### config.mk
export PLATFORM = sky130hd
export DESIGN_NAME = imem_boot_loader
export DESIGN_NICKNAME = d
export VERILOG_FILES = /design/src/rtl/imem_pkg.sv /design/src/rtl/imem_boot_loader.sv
export SDC_FILE = /design/constraint.sdc
export NUM_CORES = 1
export LEC_CHECK = 0
export ABC_AREA = 1
export BUFFER_PORTS_ARGS = -buffer_cell sky130_fd_sc_hd__clkbuf_2
export CAP_MARGIN = 20
export CORE_MARGIN = 5
export CORE_UTILIZATION = 49
export CTS_CLUSTER_DIAMETER = 60
export DETAILED_ROUTE_END_ITERATION = 8
export GPL_TIMING_DRIVEN = 0
export PLACE_DENSITY = 0.85
export SLEW_MARGIN = 20
export SYNTH_ARGS = -nofsm -noshare
export SYNTH_HDL_FRONTEND = slang
export SYNTH_SLANG_ARGS = --single-unit
### constraint.sdc
create_clock -name clk -period 1.6 [get_ports clk]
set_clock_uncertainty 0.1 [all_clocks]
set_input_delay 0.48 -clock clk [delete_from_list [all_inputs] [get_ports clk]]
set_output_delay 0.48 -clock clk [all_outputs]
set_load 0.005 [all_outputs]
### src/rtl/imem_pkg.sv
// Shared constants and FSM encoding for the instruction-memory boot loader.
package imem_pkg;

  localparam int unsigned IMEM_ADDR_W    = 8;
  localparam int unsigned IMEM_DATA_W    = 16;
  localparam logic [7:0]  IMEM_LAST_ADDR = 8'd254;
  localparam logic [7:0]  IMEM_PAD_BYTE  = 8'h00;

  typedef enum logic [2:0] {
    S_HI    = 3'd0,
    S_LO    = 3'd1,
    S_WRITE = 3'd2,
    S_FULL  = 3'd3,
    S_RUN   = 3'd4
  } imem_state_e;

endpackage

### src/rtl/imem_boot_loader.sv
// Boot/reload controller: packs an rx byte stream into 16-bit words, writes them from
// address 0 while stalling the CPU, then hands the memory address port to instruction fetch.
module imem_boot_loader
  import imem_pkg::*;
#(
  parameter int unsigned      ADDR_W    = IMEM_ADDR_W,
  parameter int unsigned      DATA_W    = IMEM_DATA_W,
  parameter logic [7:0]       LAST_ADDR = IMEM_LAST_ADDR,
  parameter logic [7:0]       PAD_BYTE  = IMEM_PAD_BYTE
) (
  input  logic              clk,
  input  logic              rst_n,
  input  logic [7:0]        rx_data,
  input  logic              rx_valid,
  output logic              rx_ready,
  input  logic              load_end,
  input  logic              reload,
  input  logic [ADDR_W-1:0] fetch_addr,
  output logic              cpu_hold,
  output logic [ADDR_W-1:0] mem_add,
  output logic [DATA_W-1:0] mem_wdata,
  output logic              mem_we,
  output logic [ADDR_W:0]   words_loaded,
  output logic              load_overflow
);

  imem_state_e       state_q, state_d;
  logic [ADDR_W-1:0] wr_ptr_q, wr_ptr_d;
  logic [7:0]        hi_byte_q, hi_byte_d;
  logic              end_pend_q, end_pend_d;
  logic              mem_we_q, mem_we_d;
  logic [DATA_W-1:0] mem_wdata_q, mem_wdata_d;
  logic [ADDR_W:0]   words_q, words_d;
  logic              ovf_q, ovf_d;

  always_ff @(posedge clk) begin
    if (!rst_n) begin
      state_q     <= S_HI;
      wr_ptr_q    <= '0;
      hi_byte_q   <= '0;
      end_pend_q  <= 1'b0;
      mem_we_q    <= 1'b0;
      mem_wdata_q <= '0;
      words_q     <= '0;
      ovf_q       <= 1'b0;
    end else begin
      state_q     <= state_d;
      wr_ptr_q    <= wr_ptr_d;
      hi_byte_q   <= hi_byte_d;
      end_pend_q  <= end_pend_d;
      mem_we_q    <= mem_we_d;
      mem_wdata_q <= mem_wdata_d;
      words_q     <= words_d;
      ovf_q       <= ovf_d;
    end
  end

  always_comb begin
    state_d     = state_q;
    wr_ptr_d    = wr_ptr_q;
    hi_byte_d   = hi_byte_q;
    end_pend_d  = end_pend_q;
    mem_wdata_d = mem_wdata_q;
    words_d     = words_q;
    ovf_d       = ovf_q;

    unique case (state_q)
      S_HI: begin
        if (rx_valid) begin
          if (load_end) begin
            // Image ends on a half word: pad the low byte and finish after this write.
            mem_wdata_d = {rx_data, PAD_BYTE};
            end_pend_d  = 1'b1;
            state_d     = S_WRITE;
          end else begin
            hi_byte_d = rx_data;
            state_d   = S_LO;
          end
        end else if (load_end) begin
          state_d = S_RUN;
        end
      end
      S_LO: begin
        if (rx_valid) begin
          mem_wdata_d = {hi_byte_q, rx_data};
          end_pend_d  = load_end;
          state_d     = S_WRITE;
        end else if (load_end) begin
          mem_wdata_d = {hi_byte_q, PAD_BYTE};
          end_pend_d  = 1'b1;
          state_d     = S_WRITE;
        end
      end
      S_WRITE: begin
        words_d = words_q + 1'b1;
        if (end_pend_q) begin
          end_pend_d = 1'b0;
          state_d    = S_RUN;
        end else if (wr_ptr_q == LAST_ADDR) begin
          state_d = S_FULL;
        end else begin
          wr_ptr_d = wr_ptr_q + 1'b1;
          state_d  = S_HI;
        end
      end
      S_FULL: begin
        // Keep draining the sender; every byte here is lost.
        if (rx_valid) ovf_d = 1'b1;
        if (load_end) state_d = S_RUN;
      end
      S_RUN: begin
        if (reload) begin
          state_d    = S_HI;
          wr_ptr_d   = '0;
          hi_byte_d  = '0;
          end_pend_d = 1'b0;
          words_d    = '0;
          ovf_d      = 1'b0;
        end
      end
      default: state_d = S_HI;
    endcase

    mem_we_d = (state_d == S_WRITE);
  end

  assign rx_ready      = rst_n && (state_q == S_HI || state_q == S_LO || state_q == S_FULL);
  assign cpu_hold      = (state_q != S_RUN);
  assign mem_add       = (state_q == S_RUN) ? fetch_addr : wr_ptr_q;
  assign mem_we        = mem_we_q;
  assign mem_wdata     = mem_wdata_q;
  assign words_loaded  = words_q;
  assign load_overflow = ovf_q;

  a_wr_ptr_in_range: assert property (@(posedge clk) disable iff (!rst_n)
    wr_ptr_q <= LAST_ADDR);
  a_write_in_range: assert property (@(posedge clk) disable iff (!rst_n)
    mem_we |-> (mem_add <= LAST_ADDR));

endmodule

* Yosys cells after proc, flatten, opt, wreduce, memory -nomap -nowiden
Index checks and enable logic that the tools add are counted.
** Operators by class
- Add/subtract/negate cells :: 2
- Equality and inequality tests :: 15
- Muxes and demuxes :: 31
- Reduce and logical (&&, ||, !) cells :: 15
** Operators with widths (number)
- 16-bit two-way mux :: 4
- 8-bit two-way mux :: 6
- 16-bit case mux with 2 select lines :: 1
- 8-bit case mux with 2 select lines :: 2
- 3-bit two-way mux :: 6
- 9-bit case mux with 2 select lines :: 1
- 3-bit case mux with 5 select lines :: 1
- 2-bit inequality test, second input constant :: 7
- 4-bit AND reduction :: 3
- 9-bit by 1-bit adder with 9-bit output, second input constant :: 1
- 3-bit by 2-bit == test with 1-bit output, second input constant :: 3
- 9-bit two-way mux :: 1
- 8-bit by 1-bit adder with 8-bit output, second input constant :: 1
- 8-bit == test, second input constant :: 1
- 2-bit nonzero test :: 4
- 3-bit inequality test, second input constant :: 2
- 3-bit AND reduction :: 2
- 1-bit two-way mux :: 5
- 2-bit two-way mux :: 2
- 1-bit case mux with 4 select lines :: 1
- 4-bit nonzero test :: 1
- 3-bit by 1-bit == test with 1-bit output, second input constant :: 1
- 3-bit == test, second input constant :: 1
- 3-bit zero test :: 1
- 4 further kinds :: 5
** Storage, ports and cells
- Register bits after elaboration :: 47
- Input bits :: 21
- Output and inout port bits :: 37

* Depth between registers and ports, before layout
- Depth in word-level cells :: 5
- Mapped depth :: 11

* Worst setup path before layout
No wires, ideal clock.
- Kind :: register to output
- Start :: register state_q[1]
- End :: output port mem_add[3]
- Arrival :: 1141 ps
- Slack :: -121 ps
- Stages on the path, launching flop included :: 7
- Buffers on the path :: 2
- Path through :: dfxtp_1 > buf_6 > nor2_4 > nand2_2 > clkinv_1 > buf_2 > o21ai_0
** Between the ends
- Cells in the longest elaborated chain, start to end :: 2
** Ends and longest elaborated chain
- start: declaration :: RTL line imem_boot_loader.sv:27 : imem_state_e state_q, state_d;
- start signal: assignment :: RTL line imem_boot_loader.sv:47 : state_q <= state_d;
- 3-bit == test :: RTL line imem_boot_loader.sv:129 : assign mem_add = (state_q == S_RUN) ? fetch_addr : wr_ptr_q;
- 8-bit two-way mux :: RTL line imem_boot_loader.sv:129
- end: declaration :: RTL line imem_boot_loader.sv:20 : output logic [ADDR_W-1:0] mem_add,
Every way passes these cells.

* Worst setup path after layout
- Start :: register state_q[0]
- End :: output port mem_add[0]
The elaborated chain is that of the path after synthesis.

==> impl_metrics.py <==
metrics = {
    "run_status": {
        "outcome": "finished, violations left",
        "violations": "setup timing",
    },
    "worst_hold_path": {
        "min_to": "mem_wdata[2]",
        "hold_path_depth": 3,
        "hold_path_class": "input port to flop",
        "min_from": "rx_data[2]",
    },
    "yosys": {
        "synthFlopType": "dfxtp_1",
        "syn_area_sq_um": 2620,
        "synthSimpleGateAreaFrac": 0.430,
        "synthMuxAreaShare": 0,
        "syn_inst": 389,
        "synth-async-reset-ratio": 0,
        "synth_top_family_by_area": "simple AND/OR/NAND/NOR gates",
        "yosysSeqAreaShare": 0.360,
        "synth_xor_area_frac": 0.00335,
        "syn_nets": 413,
        "synth_edf_count": 0,
        "yosys_warnings": 0,
        "syn_area_per_cell_sq_um": 6.72,
        "synthAdderAreaFrac": 0.0144,
        "synth_seq_cells": 47,
        "synth_compound_area_frac": 0.110,
        "ys_types": 32,
    },
    "setup_path": {
        "worstPathCellList": "nor2_4 -> nand2_4 -> buf_8 -> buf_8 -> nor2_4 -> nor2_1 -> clkbuf_2",
        "reg2reg_from": "state_q[0]",
        "cp.arrival_ns": 1.43,
        "crit_family": "flip-flops",
        "worst_path_largest_cell_delay_ns": 0.37,
        "reg2reg_slack_ns": -0.09,
        "cp-start-kind": "flop",
        "r2r_cells": 10,
        "end_kind": "output port",
        "required_ns": 1.02,
        "critPathBufInv": 3,
        "r2r_end": "hi_byte_q[5]",
        "critPathMaxFanout": 6,
        "critPathSlowestCell": "dfxtp_4",
        "criticalPathCategory": "flop to output port",
    },
    "global_route": {
        "grt_pass1_wl_um": 11400,
        "grt_pass1_vias": 2457,
        "grt_start_max_net_pins": 14,
        "antenna_found_initial": 0,
        "grt_usage": 0.199,
        "gr-total-overflow": 0,
    },
    "clocking": {
        "root_buffer": "clkbuf_8",
        "clock_sinks": 47,
        "cts.path.max_buffers": 2,
        "cts_hold_buf": 0,
        "clk_latency_ns": 0.31,
        "htreeDepth": 2,
        "cts_buffers": 5,
        "clkSlewWorstSetupHoldPaths_ns": 0.09,
        "cts_tree": "yes",
    },
    "cells_and_area": {
        "fin_nets": 506,
        "stdcell_area_sq_um": 3560,
        "fin_cells": 553,
        "diodes": 0,
        "drive_gt1_frac": 0.354,
        "final_common_cell": "nand2_1",
        "fillers": 380,
        "areaGrowthSynthToFinish_pct": 36.3,
        "final_cell_mix": "nand2_1, clkbuf_2, dfxtp_1, nor2_1, nand3_1",
    },
    "detailed_routing": {
        "first_pass_iters": 5,
        "vias": 3113,
        "routed_wl_um": 8690,
        "wl_per_cell_um": 15.7,
        "avgViaCountPerCell": 5.63,
        "ant_nets": 0,
        "drt_iter0_drc": 412,
        "drc": 0,
    },
    "run": {
        "cap_violations": 0,
    },
    "floorplan": {
        "die_h_um": 83.1,
        "start_util": 0.509,
        "die_w_um": 83.1,
        "fp.coreArea_sq_um": 5140,
        "die_area_sq_um": 6900,
        "io_pins": 58,
        "rows": 26,
    },
    "pwr": {
        "p_clk_frac": 0.244,
        "switching_power_mw": 1.01,
        "power_switching_share": 0.343,
        "internal_power_mw": 1.93,
        "peakVddDrop_v": 0.000356,
        "p_comb_frac": 0.312,
        "p_leak_nw": 1.67,
        "seqPwrFrac": 0.444,
        "powerDensity_nw_per_um2": 825,
    },
    "sta": {
        "slew_headroom": 0.532,
        "setup_ws_ns": -0.414,
        "finalHoldViolations": 0,
        "timing.fmax_mhz": 497,
        "min_period_over_period": 1.26,
        "worstMarginPinSlew_ns": 0.701,
        "setup_violations": 25,
        "fin_crit_ns": 2.01,
        "maxSlewViolCount": 0,
        "grt_setup_unrepaired": "yes",
    },
    "placed_design": {
        "place_congestion": 0.821,
        "placed_area_sq_um": 2990,
        "placedCellCount": 516,
        "port_buffers": 57,
        "dpl.hpwl_um": 4750,
        "pre_cts_ws_ns": -0.462,
    },
}
==> cell families after synthesis <==
logic type / after synthesis
AND/OR/NAND/NOR: 248
AO/OA/AOI/OAI: 47
flip-flops: 47
buffers and inverters: 43
adder cells (fa/ha/maj): 3
XOR/XNOR: 1
==> timing repair <==
| action | in CTS | in global routing |
|---|---|---|
| gates cloned | 1 | 3 |
| endpoints found under the setup margin | 16 | 46 |
| pin swaps | 7 | 12 |
| resized for setup | 37 | 52 |
| setup buffers | 13 | 16 |
==> stage by stage <==
stage | util | TNS [ns] | hold slack (ns) | power, mW
floorplan | - | -0.108 | 0.341 | 1.75
global placement | 0.582 | -2.17 | 0.348 | 1.92
detailed placement | 0.582 | -2.27 | 0.352 | 1.93
CTS | 0.635 | -3.25 | 0.333 | 2.71
global route | 0.694 | -5.36 | 0.353 | 3.05
finish | 0.694 | -4.14 | 0.329 | 2.94
==> final cells by class <==
cell class / count / area [sq um] / share of cell area
buffer: 12 / 124 / 0.0347
clock buffer: 7 / 76.3 / 0.0214
clock inverter: 1 / 5.00 / 0.00140
inverter: 29 / 126 / 0.0355
multi-input combinational: 300 / 1620 / 0.453
sequential: 47 / 953 / 0.267
tap: 70 / 87.6 / 0.0246
timing repair buffer: 87 / 576 / 0.161
==> power by group through the flow <==
stage	Sequential (mW)	Clock (mW)	Combinational, mW
final	1.31	0.718	0.918
after global routing	1.31	0.768	0.971
after CTS	1.29	0.721	0.698
after detailed placement	1.31	0	0.615
after global placement	1.31	0	0.603
after floorplan	1.31	0	0.439
==> worst max path at each step <==
stage               start          to  slack (ns)  cells after the start
2_1_floorplan  state_q[1]  mem_add[3]       -0.02                      6
3_3_place_gp        rst_n    rx_ready       -0.45                      5
3_5_place_dp        rst_n    rx_ready       -0.46                      5
4_1_cts        state_q[1]  mem_add[0]       -0.34                      7
5_1_grt        state_q[0]  mem_add[1]       -0.43                      7
6_report       state_q[0]  mem_add[0]       -0.41                      7
==> registers in the layout, summed over array words and instances (netlist names) <==
signal	cells
end_pend_q	1
hi_byte_q	8
load_overflow	1
mem_wdata	16
mem_we	1
state_q	3
words_loaded	9
wr_ptr_q	8
==> worst reg2reg max path, stage by stage (launching register included) <==
cell and delay [ns]:
dfxtp_4 0.37, nor2_4 0.17, nand2_4 0.09, buf_8 0.14, buf_8 0.13, buf_4 0.13, buf_4 0.15, nand2_2 0.06
nand3_1 0.10, nand2_1 0.09, nor2_1 0.06
==> routing by layer <==
| layer | GRT usage | part of all wire |
|---|---|---|
| met1 | 0.241 | 0.37 |
| met2 | 0.339 | 0.46 |
| met3 | 0.0485 | 0.11 |
| met4 | 0.0743 | 0.056 |
| met5 | 0 | 0 |
==> cell usage after synthesis, types with 2 or more instances <==
| cell type | n | share of area |
|---|---|---|
| ha_1 | 3 | 0.014 |
| clkbuf_1 | 4 | 0.0057 |
| a21oi_2 | 9 | 0.030 |
| buf_4 | 3 | 0.0086 |
| nand3_1 | 35 | 0.067 |
| dfxtp_1 | 47 | 0.36 |
| buf_6 | 3 | 0.013 |
| and3_1 | 2 | 0.0048 |
| nor2_1 | 43 | 0.062 |
| nand2_2 | 16 | 0.038 |
| inv_2 | 2 | 0.0029 |
| nand4_1 | 11 | 0.026 |
| nand3b_1 | 2 | 0.0057 |
| a21oi_1 | 23 | 0.044 |
| nor2_2 | 2 | 0.0048 |
| nor2_4 | 4 | 0.017 |
| o21ai_0 | 12 | 0.023 |
| nand2_1 | 128 | 0.18 |
| buf_2 | 3 | 0.0057 |
| inv_1 | 25 | 0.036 |
(Power assumes the default switching activity.)
